<file path="config.mk">
export PLATFORM = sky130hd
export DESIGN_NAME = fpu_add_sched_flat
export DESIGN_NICKNAME = d
export VERILOG_FILES = /design/src/rtl/fpu_pkg.sv /design/src/rtl/fpu_add_sched_if.sv /design/src/rtl/fpu_add_sched_arb.sv /design/src/rtl/fpu_add_sched.sv /design/src/flat_wrapper.sv
export SDC_FILE = /design/constraint.sdc
export NUM_CORES = 1
export LEC_CHECK = 0
export ABC_CLOCK_PERIOD_IN_PS = 2600
export CAP_MARGIN = 5
export CORE_AREA = 2 2 267 269
export DETAILED_ROUTE_END_ITERATION = 6
export DIE_AREA = 0 0 269 271
export GPL_ROUTABILITY_DRIVEN = 0
export PLACE_DENSITY = 0.5
export SYNTH_ARGS = -nofsm -noshare
export SYNTH_HDL_FRONTEND = slang
export SYNTH_SLANG_ARGS = --single-unit
</file>
<file path="constraint.sdc">
create_clock -name clk -period 2.6 [get_ports clk]
set_input_delay 0.78 -clock clk [delete_from_list [all_inputs] [get_ports clk]]
set_output_delay 0.78 -clock clk [all_outputs]
set_load 0.05 [all_outputs]
</file>
<file path="src/rtl/fpu_pkg.sv">
// ---------------------------------------------------------------------------
// fpu_pkg
// Shared types and constants for the adder scheduler slice.
//   fpu_op_t      : 69-bit operand bundle {sa, ea[10:0], fa[52:0], fla[3:0]}
//   fpu_res_t     : adder result bundle {es, fs, ss, fls}
//   sched_state_t : scheduler FSM states
//   RM_*          : rounding-mode encodings carried on rq_rm / add_rm
// ---------------------------------------------------------------------------
package fpu_pkg;

   localparam int OP_W    = 69;
   localparam int FLA_LSB = 0;
   localparam int FA_LSB  = 4;
   localparam int EA_LSB  = 57;
   localparam int SA_BIT  = 68;

   localparam int ES_W  = 11;
   localparam int FS_W  = 57;
   localparam int FLS_W = 58;

   // Settle counter width; covers LAT up to 15.
   localparam int CNT_W = 4;

   // Bit of the adder flag word that marks an exact-zero result.
   localparam int FLS_ZERO = 0;

   localparam logic [1:0] RM_RNE = 2'b00;
   localparam logic [1:0] RM_RTZ = 2'b01;
   localparam logic [1:0] RM_RUP = 2'b10;
   localparam logic [1:0] RM_RDN = 2'b11;

   typedef struct packed {
      logic        sa;
      logic [10:0] ea;
      logic [52:0] fa;
      logic [3:0]  fla;
   } fpu_op_t;

   typedef struct packed {
      logic [ES_W-1:0]  es;
      logic [FS_W-1:0]  fs;
      logic             ss;
      logic [FLS_W-1:0] fls;
   } fpu_res_t;

   typedef enum logic [1:0] {
      ST_IDLE = 2'd0,
      ST_EXEC = 2'd1,
      ST_DONE = 2'd2
   } sched_state_t;

endpackage

</file>
<file path="src/rtl/fpu_add_sched_if.sv">
// ---------------------------------------------------------------------------
// fpu_add_sched_if
// Bundles the request port, the adder datapath port and the response port of
// fpu_add_sched.
//   slave  : the scheduler side (drives rq_ready, add_*, rsp_*, busy)
//   master : the environment side (requesters, adder, response consumer)
//
// Handshake rule for both the request and the response port: a transfer
// happens at a rising clock edge where valid and ready are both high. The
// sender holds valid and its payload stable until that edge; ready may depend
// combinationally on valid, valid never depends on ready.
// ---------------------------------------------------------------------------
interface fpu_add_sched_if;
   import fpu_pkg::*;

   logic [1:0]             rq_valid;
   logic [1:0]             rq_ready;
   logic [1:0][OP_W-1:0]   rq_a;
   logic [1:0][OP_W-1:0]   rq_b;
   logic [1:0]             rq_sub;
   logic [1:0][1:0]        rq_rm;

   logic [OP_W-1:0]        add_a;
   logic [OP_W-1:0]        add_b;
   logic                   add_sub;
   logic [1:0]             add_rm;
   logic [ES_W-1:0]        add_es;
   logic [FS_W-1:0]        add_fs;
   logic                   add_ss;
   logic [FLS_W-1:0]       add_fls;

   logic                   rsp_valid;
   logic                   rsp_ready;
   logic                   rsp_id;
   logic [ES_W-1:0]        rsp_es;
   logic [FS_W-1:0]        rsp_fs;
   logic                   rsp_ss;
   logic [FLS_W-1:0]       rsp_fls;

   logic                   busy;
   sched_state_t           state_dbg;

   modport slave (
      input  rq_valid, rq_a, rq_b, rq_sub, rq_rm,
      input  add_es, add_fs, add_ss, add_fls,
      input  rsp_ready,
      output rq_ready,
      output add_a, add_b, add_sub, add_rm,
      output rsp_valid, rsp_id, rsp_es, rsp_fs, rsp_ss, rsp_fls,
      output busy, state_dbg
   );

   modport master (
      output rq_valid, rq_a, rq_b, rq_sub, rq_rm,
      output add_es, add_fs, add_ss, add_fls,
      output rsp_ready,
      input  rq_ready,
      input  add_a, add_b, add_sub, add_rm,
      input  rsp_valid, rsp_id, rsp_es, rsp_fs, rsp_ss, rsp_fls,
      input  busy, state_dbg
   );

endinterface

</file>
<file path="src/rtl/fpu_add_sched_arb.sv">
// ---------------------------------------------------------------------------
// rr_arb2
// Two-way round-robin arbiter. Grant is combinational from req while en is
// high; the priority pointer moves only when a grant is actually issued, so a
// requester that withdraws before being granted keeps its turn.
//   clk, rst_n : clock, asynchronous active-low reset (pointer -> 0)
//   en         : arbitration enabled this cycle
//   req[1:0]   : request lines
//   gnt[1:0]   : one-hot grant or zero
//   gnt_id     : index of the granted requester (0 when no grant)
// ---------------------------------------------------------------------------
module rr_arb2 (
   input  logic       clk,
   input  logic       rst_n,
   input  logic       en,
   input  logic [1:0] req,
   output logic [1:0] gnt,
   output logic       gnt_id
);

   // Requester that wins when both are asking.
   logic ptr_q;

   always_comb begin
      gnt    = 2'b00;
      gnt_id = 1'b0;
      if (en) begin
         case (req)
            2'b01: begin
               gnt    = 2'b01;
               gnt_id = 1'b0;
            end
            2'b10: begin
               gnt    = 2'b10;
               gnt_id = 1'b1;
            end
            2'b11: begin
               gnt_id = ptr_q;
               gnt    = ptr_q ? 2'b10 : 2'b01;
            end
            default: ;
         endcase
      end
   end

   // The winner gets lowest priority on the next contested cycle.
   always_ff @(posedge clk or negedge rst_n) begin
      if (!rst_n) begin
         ptr_q <= 1'b0;
      end else if (gnt != 2'b00) begin
         ptr_q <= ~gnt_id;
      end
   end

endmodule

</file>
<file path="src/rtl/fpu_add_sched.sv">
// ---------------------------------------------------------------------------
// fpu_add_sched
// Shares one floating-point adder between two requesters. One request is
// granted at a time (round-robin), its operands are registered onto add_*,
// the adder is given LAT cycles to settle, then the result is captured and
// offered on the response port tagged with the requester id.
//   clk, rst_n : clock, asynchronous active-low reset
//   sif        : request port, adder port, response port, busy, state_dbg
// Parameters:
//   LAT  : adder settle cycles after add_* update, 1..15
//   NREQ : number of requesters, 2 in this revision
// Timing: accept at edge k, capture and rsp_valid at edge k+LAT, response
// handshake returns to IDLE; next accept one edge later at the earliest.
// ---------------------------------------------------------------------------
module fpu_add_sched
   import fpu_pkg::*;
#(
   parameter int LAT  = 1,
   parameter int NREQ = 2
) (
   input logic            clk,
   input logic            rst_n,
   fpu_add_sched_if.slave sif
);

   // Counter starts at LAT-1 so the capture lands exactly LAT edges after accept.
   localparam logic [CNT_W-1:0] CNT_INIT = CNT_W'(LAT - 1);

   sched_state_t     state_q;
   sched_state_t     state_d;

   logic [NREQ-1:0]  gnt;
   logic             gnt_id;
   logic             accept;
   logic             idle;

   logic [CNT_W-1:0] cnt_q;
   fpu_op_t          a_q;
   fpu_op_t          b_q;
   logic             sub_q;
   logic [1:0]       rm_q;

   logic             rsp_valid_q;
   logic             rsp_id_q;
   fpu_res_t         res_q;

   assign idle = (state_q == ST_IDLE);

   rr_arb2 u_arb (
      .clk    (clk),
      .rst_n  (rst_n),
      .en     (idle),
      .req    (sif.rq_valid),
      .gnt    (gnt),
      .gnt_id (gnt_id)
   );

   // Grant is only produced in IDLE, so any grant is an accept.
   assign accept = (gnt != '0);

   // ---------------- FSM ----------------
   always_ff @(posedge clk or negedge rst_n) begin
      if (!rst_n) begin
         state_q <= ST_IDLE;
      end else begin
         state_q <= state_d;
      end
   end

   always_comb begin
      state_d = state_q;
      case (state_q)
         ST_IDLE: begin
            if (accept) state_d = ST_EXEC;
         end
         ST_EXEC: begin
            if (cnt_q == '0) state_d = ST_DONE;
         end
         ST_DONE: begin
            // rsp_valid is always high here, so rsp_ready alone completes it.
            if (sif.rsp_ready) state_d = ST_IDLE;
         end
         default: state_d = ST_IDLE;
      endcase
   end

   // ---------------- operand, counter and result registers ----------------
   always_ff @(posedge clk or negedge rst_n) begin
      if (!rst_n) begin
         cnt_q       <= '0;
         a_q         <= '0;
         b_q         <= '0;
         sub_q       <= 1'b0;
         rm_q        <= 2'b00;
         rsp_valid_q <= 1'b0;
         rsp_id_q    <= 1'b0;
         res_q       <= '0;
      end else begin
         case (state_q)
            ST_IDLE: begin
               if (accept) begin
                  a_q      <= sif.rq_a[gnt_id];
                  b_q      <= sif.rq_b[gnt_id];
                  sub_q    <= sif.rq_sub[gnt_id];
                  rm_q     <= sif.rq_rm[gnt_id];
                  rsp_id_q <= gnt_id;
                  cnt_q    <= CNT_INIT;
               end
            end
            ST_EXEC: begin
               if (cnt_q != '0) begin
                  cnt_q <= cnt_q - 1'b1;
               end else begin
                  res_q       <= '{es: sif.add_es, fs: sif.add_fs,
                                   ss: sif.add_ss, fls: sif.add_fls};
                  rsp_valid_q <= 1'b1;
               end
            end
            ST_DONE: begin
               if (sif.rsp_ready) rsp_valid_q <= 1'b0;
            end
            default: ;
         endcase
      end
   end

   // ---------------- outputs ----------------
   assign sif.rq_ready  = gnt;
   assign sif.add_a     = a_q;
   assign sif.add_b     = b_q;
   assign sif.add_sub   = sub_q;
   assign sif.add_rm    = rm_q;
   assign sif.rsp_valid = rsp_valid_q;
   assign sif.rsp_id    = rsp_id_q;
   assign sif.rsp_es    = res_q.es;
   assign sif.rsp_fs    = res_q.fs;
   assign sif.rsp_ss    = res_q.ss;
   assign sif.rsp_fls   = res_q.fls;
   assign sif.busy      = !idle;
   assign sif.state_dbg = state_q;

endmodule

</file>
<file path="src/flat_wrapper.sv">
// flat-port wrapper written by rule: the top's interface ports become plain ports
module fpu_add_sched_flat import fpu_pkg::*;
#(
   parameter int LAT  = 1,
   parameter int NREQ = 2
)
  (clk, rst_n, sif_rq_valid, sif_rq_a, sif_rq_b, sif_rq_sub, sif_rq_rm, sif_add_es, sif_add_fs, sif_add_ss, sif_add_fls, sif_rsp_ready, sif_rq_ready, sif_add_a, sif_add_b, sif_add_sub, sif_add_rm, sif_rsp_valid, sif_rsp_id, sif_rsp_es, sif_rsp_fs, sif_rsp_ss, sif_rsp_fls, sif_busy, sif_state_dbg);
  fpu_add_sched_if sif_i ();
  input logic clk;
  input logic rst_n;
  input wire logic [$bits(sif_i.rq_valid)-1:0] sif_rq_valid;
  input wire logic [$bits(sif_i.rq_a)-1:0] sif_rq_a;
  input wire logic [$bits(sif_i.rq_b)-1:0] sif_rq_b;
  input wire logic [$bits(sif_i.rq_sub)-1:0] sif_rq_sub;
  input wire logic [$bits(sif_i.rq_rm)-1:0] sif_rq_rm;
  input wire logic [$bits(sif_i.add_es)-1:0] sif_add_es;
  input wire logic [$bits(sif_i.add_fs)-1:0] sif_add_fs;
  input wire logic [$bits(sif_i.add_ss)-1:0] sif_add_ss;
  input wire logic [$bits(sif_i.add_fls)-1:0] sif_add_fls;
  input wire logic [$bits(sif_i.rsp_ready)-1:0] sif_rsp_ready;
  output wire logic [$bits(sif_i.rq_ready)-1:0] sif_rq_ready;
  output wire logic [$bits(sif_i.add_a)-1:0] sif_add_a;
  output wire logic [$bits(sif_i.add_b)-1:0] sif_add_b;
  output wire logic [$bits(sif_i.add_sub)-1:0] sif_add_sub;
  output wire logic [$bits(sif_i.add_rm)-1:0] sif_add_rm;
  output wire logic [$bits(sif_i.rsp_valid)-1:0] sif_rsp_valid;
  output wire logic [$bits(sif_i.rsp_id)-1:0] sif_rsp_id;
  output wire logic [$bits(sif_i.rsp_es)-1:0] sif_rsp_es;
  output wire logic [$bits(sif_i.rsp_fs)-1:0] sif_rsp_fs;
  output wire logic [$bits(sif_i.rsp_ss)-1:0] sif_rsp_ss;
  output wire logic [$bits(sif_i.rsp_fls)-1:0] sif_rsp_fls;
  output wire logic [$bits(sif_i.busy)-1:0] sif_busy;
  output wire logic [$bits(sif_i.state_dbg)-1:0] sif_state_dbg;
  assign sif_i.rq_valid = sif_rq_valid;
  assign sif_i.rq_a = sif_rq_a;
  assign sif_i.rq_b = sif_rq_b;
  assign sif_i.rq_sub = sif_rq_sub;
  assign sif_i.rq_rm = sif_rq_rm;
  assign sif_i.add_es = sif_add_es;
  assign sif_i.add_fs = sif_add_fs;
  assign sif_i.add_ss = sif_add_ss;
  assign sif_i.add_fls = sif_add_fls;
  assign sif_i.rsp_ready = sif_rsp_ready;
  assign sif_rq_ready = sif_i.rq_ready;
  assign sif_add_a = sif_i.add_a;
  assign sif_add_b = sif_i.add_b;
  assign sif_add_sub = sif_i.add_sub;
  assign sif_add_rm = sif_i.add_rm;
  assign sif_rsp_valid = sif_i.rsp_valid;
  assign sif_rsp_id = sif_i.rsp_id;
  assign sif_rsp_es = sif_i.rsp_es;
  assign sif_rsp_fs = sif_i.rsp_fs;
  assign sif_rsp_ss = sif_i.rsp_ss;
  assign sif_rsp_fls = sif_i.rsp_fls;
  assign sif_busy = sif_i.busy;
  assign sif_state_dbg = sif_i.state_dbg;
  fpu_add_sched #(.LAT(LAT), .NREQ(NREQ)) u_core (.clk(clk), .rst_n(rst_n), .sif(sif_i));
endmodule
</file>
# Yosys cells after proc, flatten, opt, wreduce, memory -nomap -nowiden

Index checks and enable logic that the tools add are counted.

Add/sub/neg operators: 1
$lt $le $gt $ge: 1
Eq/ne operators: 10
Multiplexer cells: 23
Bitwise logic cells: 2
Reductions and logical operators: 12

Operators by type and width:

| cell                                                                    | number |
|---|---|
| 69-bit two-way mux                                                      | 4 |
| 2-bit two-way mux                                                       | 7 |
| 2-bit one-hot mux with 3 select lines                                   | 2 |
| 3-bit AND reduction                                                     | 3 |
| 4-bit two-way mux                                                       | 2 |
| 4-bit one-hot mux with 2 select lines                                   | 1 |
| 2-bit == test, second input constant                                    | 3 |
| 2-bit by 1-bit inequality test with 1-bit output, second input constant | 3 |
| 2-bit nonzero test                                                      | 3 |
| 1-bit two-way mux                                                       | 5 |
| 2-bit by 1-bit == test with 1-bit output, second input constant         | 2 |
| 4-bit zero test                                                         | 1 |
| 2-bit inequality test, second input constant                            | 2 |
| 1-bit one-hot mux with 2 select lines                                   | 2 |
| 2-bit AND reduction                                                     | 2 |
| 4-bit nonzero test                                                      | 1 |
| 4-bit by 1-bit subtractor with 4-bit output, second input constant      | 1 |
| 2-bit zero test                                                         | 1 |
| 1-bit by 2-bit < comparator with 1-bit output, second input constant    | 1 |
| 1-bit NOT                                                               | 2 |
| 1-bit zero test                                                         | 1 |

Register bits: 277
Bits of input ports: 414

# Depth between registers and ports, before layout

Depth in word-level cells: 6
Mapped depth: 7
Depth with buffers taken out: 5

# Modules after synthesis

Synthesis repeated with hierarchy kept, for this count alone.

Cell total of the unflattened synthesis: 943
Area, all modules: 12,233.0 µm²

By module, submodules not included:

| module        | times used | cells an instance | area each (µm²) | seq. area each (µm²) |
|---|---|---|---|---|
| fpu_add_sched | 1          | 934               | 12,166.7        | 6,906.6 |
| rr_arb2       | 1          | 9                 | 66.3            | 25.0 |

# Worst setup path after synthesis

Ideal clock, no wire load.

Path type: in2out
From: in sif_rq_valid[1]
To: out sif_rq_ready[0]
Arrival time: 2.114 ns
Data required time: 1.820 ns
Slack: -0.294 ns
Stages on the path: 4
Path buffers: 3
Cell sequence: buf_2 > clkbuf_1 > clkbuf_1 > a21oi_1

Cells in the longest elaborated chain, start to end: 3
Elaborated cells between the ends (all ways): 5

Ends and longest elaborated chain:

| item                                                                      | RTL line                | source |
|---|---|---|
| from (decl)                                                               | flat_wrapper.sv:11      | `input wire logic [$bits(sif_i.rq_valid)-1:0] sif_rq_valid;` |
| 2-bit == test or 2-bit by 1-bit == test with 1-bit output (tied branches) | fpu_add_sched_arb.sv:28 | `case (req)` |
| 2-bit one-hot mux with 3 select lines (*)                                 | fpu_add_sched_arb.sv:28 |  |
| 2-bit two-way mux (*)                                                     | fpu_add_sched_arb.sv:27 | `if (en) begin` |
| to (decl)                                                                 | flat_wrapper.sv:21      | `output wire logic [$bits(sif_i.rq_ready)-1:0] sif_rq_ready;` |

Mark *: on every way between the ends. The rest lies on a longest branch, timed or not.

# Worst setup path after layout

From: reg u_core.res_q (netlist bit u_core.sif.rsp_fls[30])
To: out sif_rsp_fls[30]

RTL lines:

| item                   | RTL line             | source |
|---|---|---|
| from (decl)            | fpu_add_sched.sv:45  | `fpu_res_t res_q;` |
| from (signal assigned) | fpu_add_sched.sv:114 | `res_q <= '{es: sif.add_es, fs: sif.add_fs,` |
| to (decl)              | flat_wrapper.sv:31   | `output wire logic [$bits(sif_i.rsp_fls)-1:0] sif_rsp_fls;` |

No word-level cell between the ends.

==> impl_results.md <==
- Status: finished clean
- Core Area: 0.0698 sq mm
- Final hold slack: 0.237 ns
- Gate Count Post-Synth: 1128
- DIE HEIGHT: 271 microns
- Rows: 97
- Worst-Margin Slew: 0.870 ns
- CTS buffer count: 35
- Avg Cell Area, Syn: 11.2 sq um
- Met1 usage: 0.176
- Cell leakage power: 8.90 nW
- WP buf/inv: 1
- Grt total ovfl: 0
- Worst path required time: 1.82 ns
- Delay-heaviest family, CP: buffers and inverters
- Final period util: 0.981
- Skew-Pair Late Insertion Delay: 0.53 ns
- Critical Path Source Type: flip-flop
- Synth Register Bits: 277
- Power density over cell area: 1470 mW/mm^2
- Setup Skew: 0.0126 ns
- Critical path peak fanout: 2
- Relative slew margins: 0.420
- Area of the multi-input gates: 0.00467 sq mm
- Number of global-route vias before repair: 12.6k
- Endpoints failing setup: 0
- Die X-Extent: 269 microns
- Worst Hold Class: in2async
- Routed via count: 12.1k
- Distinct cells, synth: 28
- # nets final: 2208
- Largest net degree at the start of global routing: 130
- YS warnings: 0
- Routed Antenna Nets: 0
- Top_reg_cell synth: dfrtp_1
- I/O pins: 689
- Storage element area: 0.00693 sq mm
- PortBufs: 688
- Max Slew Vio Count: 0
- DR WL/cell: 20.8 microns
- Top cell type's share of synthesized area: 0.550
- Async SR Flop Fraction: 1.00
- Path depth of the worst reg2reg path: 6
- Pre-antenna DRT Iters: 5
- Final Power: 32.3 mW
- Post-synthesis sequential area ratio: 0.550
- Htree depth: 2
- RSZ-0062 raised after global routing: no
- Global Route Usage Sum: 0.149
- GR Layer Usage met3: 0.0529
- # DRC: 0
- Dpl cells: 2692
- Cells along the critical path: clkdlybuf4s50_1
- Crit path largest cell delay: 0.89 ns
- Arr. time, crit path: 1.77 ns
- Final min period: 2.55 ns
- P&R area growth vs syn: 74.9%
- Layout Cells excl Fill: 2764
- Initial DRC Count: 570
- Starting density of the core: 0.180
- Peak VDD IR: 0.000731 V
- Fmax: 392 MHz
- Met2 Use GR: 0.251
- Synthesized net count: 1544
- Post-synth EDFFs: 0
- Area leader, netlist: dfrtp_1
- Synth area leaders: dfrtp_1 (55%), mux2_2 (11%), nand4_1 (7.0%)
- HPWL Detailed: 42.1 mm
- Share of layout cells above drive strength 1: 0.159
- Vias/cell: 4.39
- CTS Buffer Depth: 3
- # clock sinks: 277
- Final wirelength: 57.4 mm
- Busiest grt layer: met2
- TritonCTS clock tree: built
- Cell count along the critical path: 1
- CP Class: reg2out
- Slowest cell on crit path: clkdlybuf4s50_1
- Worst setup EP type: output port
- Initial antenna violation count: 11
- CTS root buf: clkbuf_16
- Endpoints failing hold: 0
- Max-cap violations: 0
- Syn Std Cell Area: 0.0126 sq mm
- Util after Layout: 0.316
- Clk slew on worst S/H paths: 0.05 ns
- First-pass GRT wire length: 82.4 mm
- Die ar.: 0.0729 sq mm
- Fill cells: 7102
report_power, final:
part	leakage [nW]	switching [mW]	internal [mW]	total, mW
Combinational	5.08	12.9	6.91	19.8
Clock	0.540	1.94	2.76	4.70
Sequential	3.27	1.19	6.59	7.77
cells by family after synthesis:
logic type                 count (synthesis)  share of synthesized area
DFF                                      277                      0.550
AOI/OAI and AO/OA                        293                      0.171
and+or+nand+nor                          158                     0.0772
muxes                                    130                      0.116
buffers and inverters                    268                     0.0833
adders and majority gates                  2                    0.00199
synth_stat cells (all sizes together), types with 2 or more instances:
| cell | number |
|---|---|
| nand4 | 141 |
| clkbuf | 94 |
| mux2i | 2 |
| dfrtp | 277 |
| nor2 | 3 |
| o311ai | 141 |
| buf | 29 |
| ha | 2 |
| a21oi | 2 |
| o21ai | 147 |
| nand2b | 3 |
| inv | 145 |
| nand2 | 3 |
| mux2 | 128 |
| nand3 | 3 |
layout make-up:
class | count | share of cell area
Timing Repair Buffer | 750 | 0.344
Sequential cell | 277 | 0.315
Multi-Input combinational cell | 583 | 0.212
Tap cell | 940 | 0.0534
Clock buffer | 54 | 0.0472
Inverter | 145 | 0.0248
Clock inverter | 7 | 0.00256
Antenna cell | 8 | 0.000909
metrics by stage:
step / setup TNS, ns / cell area [sq um] / setup WS, ns
2_1_floorplan: 0 / 12600 / 0.0441
3_3_place_gp: -2.94 / 20900 / -0.0643
3_5_place_dp: -5.10 / 20900 / -0.123
4_1_cts: 0 / 22000 / 0.00303
5_1_grt: 0 / 22000 / 0.00180
6_report: 0 / 22000 / 0.0501
state kept, by name, summed over array words and instances, names as in the netlist:
signal	count
u_core.sif.add_a	69
u_core.sif.add_b	69
u_core.sif.rsp_fls	58
u_core.sif.rsp_fs	57
u_core.sif.rsp_es	11
u_core.cnt_q	4
u_core.sif.add_rm	2
u_core.sif.state_dbg	2
u_core.sif.add_sub	1
u_core.sif.rsp_id	1
u_core.sif.rsp_ss	1
u_core.sif.rsp_valid	1
u_core.u_arb.ptr_q	1
timing repair:
action | CTS | global route
resized for setup | 8 | 7
pin swaps | 1 | 0
buffers inserted | 3 | 0
endpoints found under the setup margin | 10 | 7
hold buffers | 0 | 0
placed cells by master (no fill, tap or decap), types with 21 or more instances in the layout:
cell type	instances
clkdlybuf4s50_1	653
nand4_1	141
inv_1	144
o21ai_0	146
o311ai_1	48
dfrtp_1	277
clkbuf_16	36
mux2_2	128
o311ai_0	73
buf_4	59
buf_12	21
worst paths after layout:
check | startpoint | endpoint | slack, ns
setup reg to reg | u_core.cnt_q[0] | u_core.sif.rsp_fs[48] | 0.39
setup / recovery | u_core.sif.rsp_fls[30] | sif_rsp_fls[30] | 0.05
max in group asynchronous | rst_n | u_core.sif.add_a[28] | 1.68
min in group clk | u_core.sif.rsp_fs[10] | u_core.sif.rsp_fs[10] | 0.50
hold reg to reg | u_core.sif.rsp_fs[10] | u_core.sif.rsp_fs[10] | 0.50
hold / removal | rst_n | u_core.sif.rsp_fs[21] | 0.24
routing by layer:
layer	vias to the layer above	share of wire
met4	8	0.028
met5	-	0.0010
met1	5997	0.40
li1	5522	-
met2	539	0.48
met3	80	0.093
No activity file was read; power rests on OpenSTA's default activity.
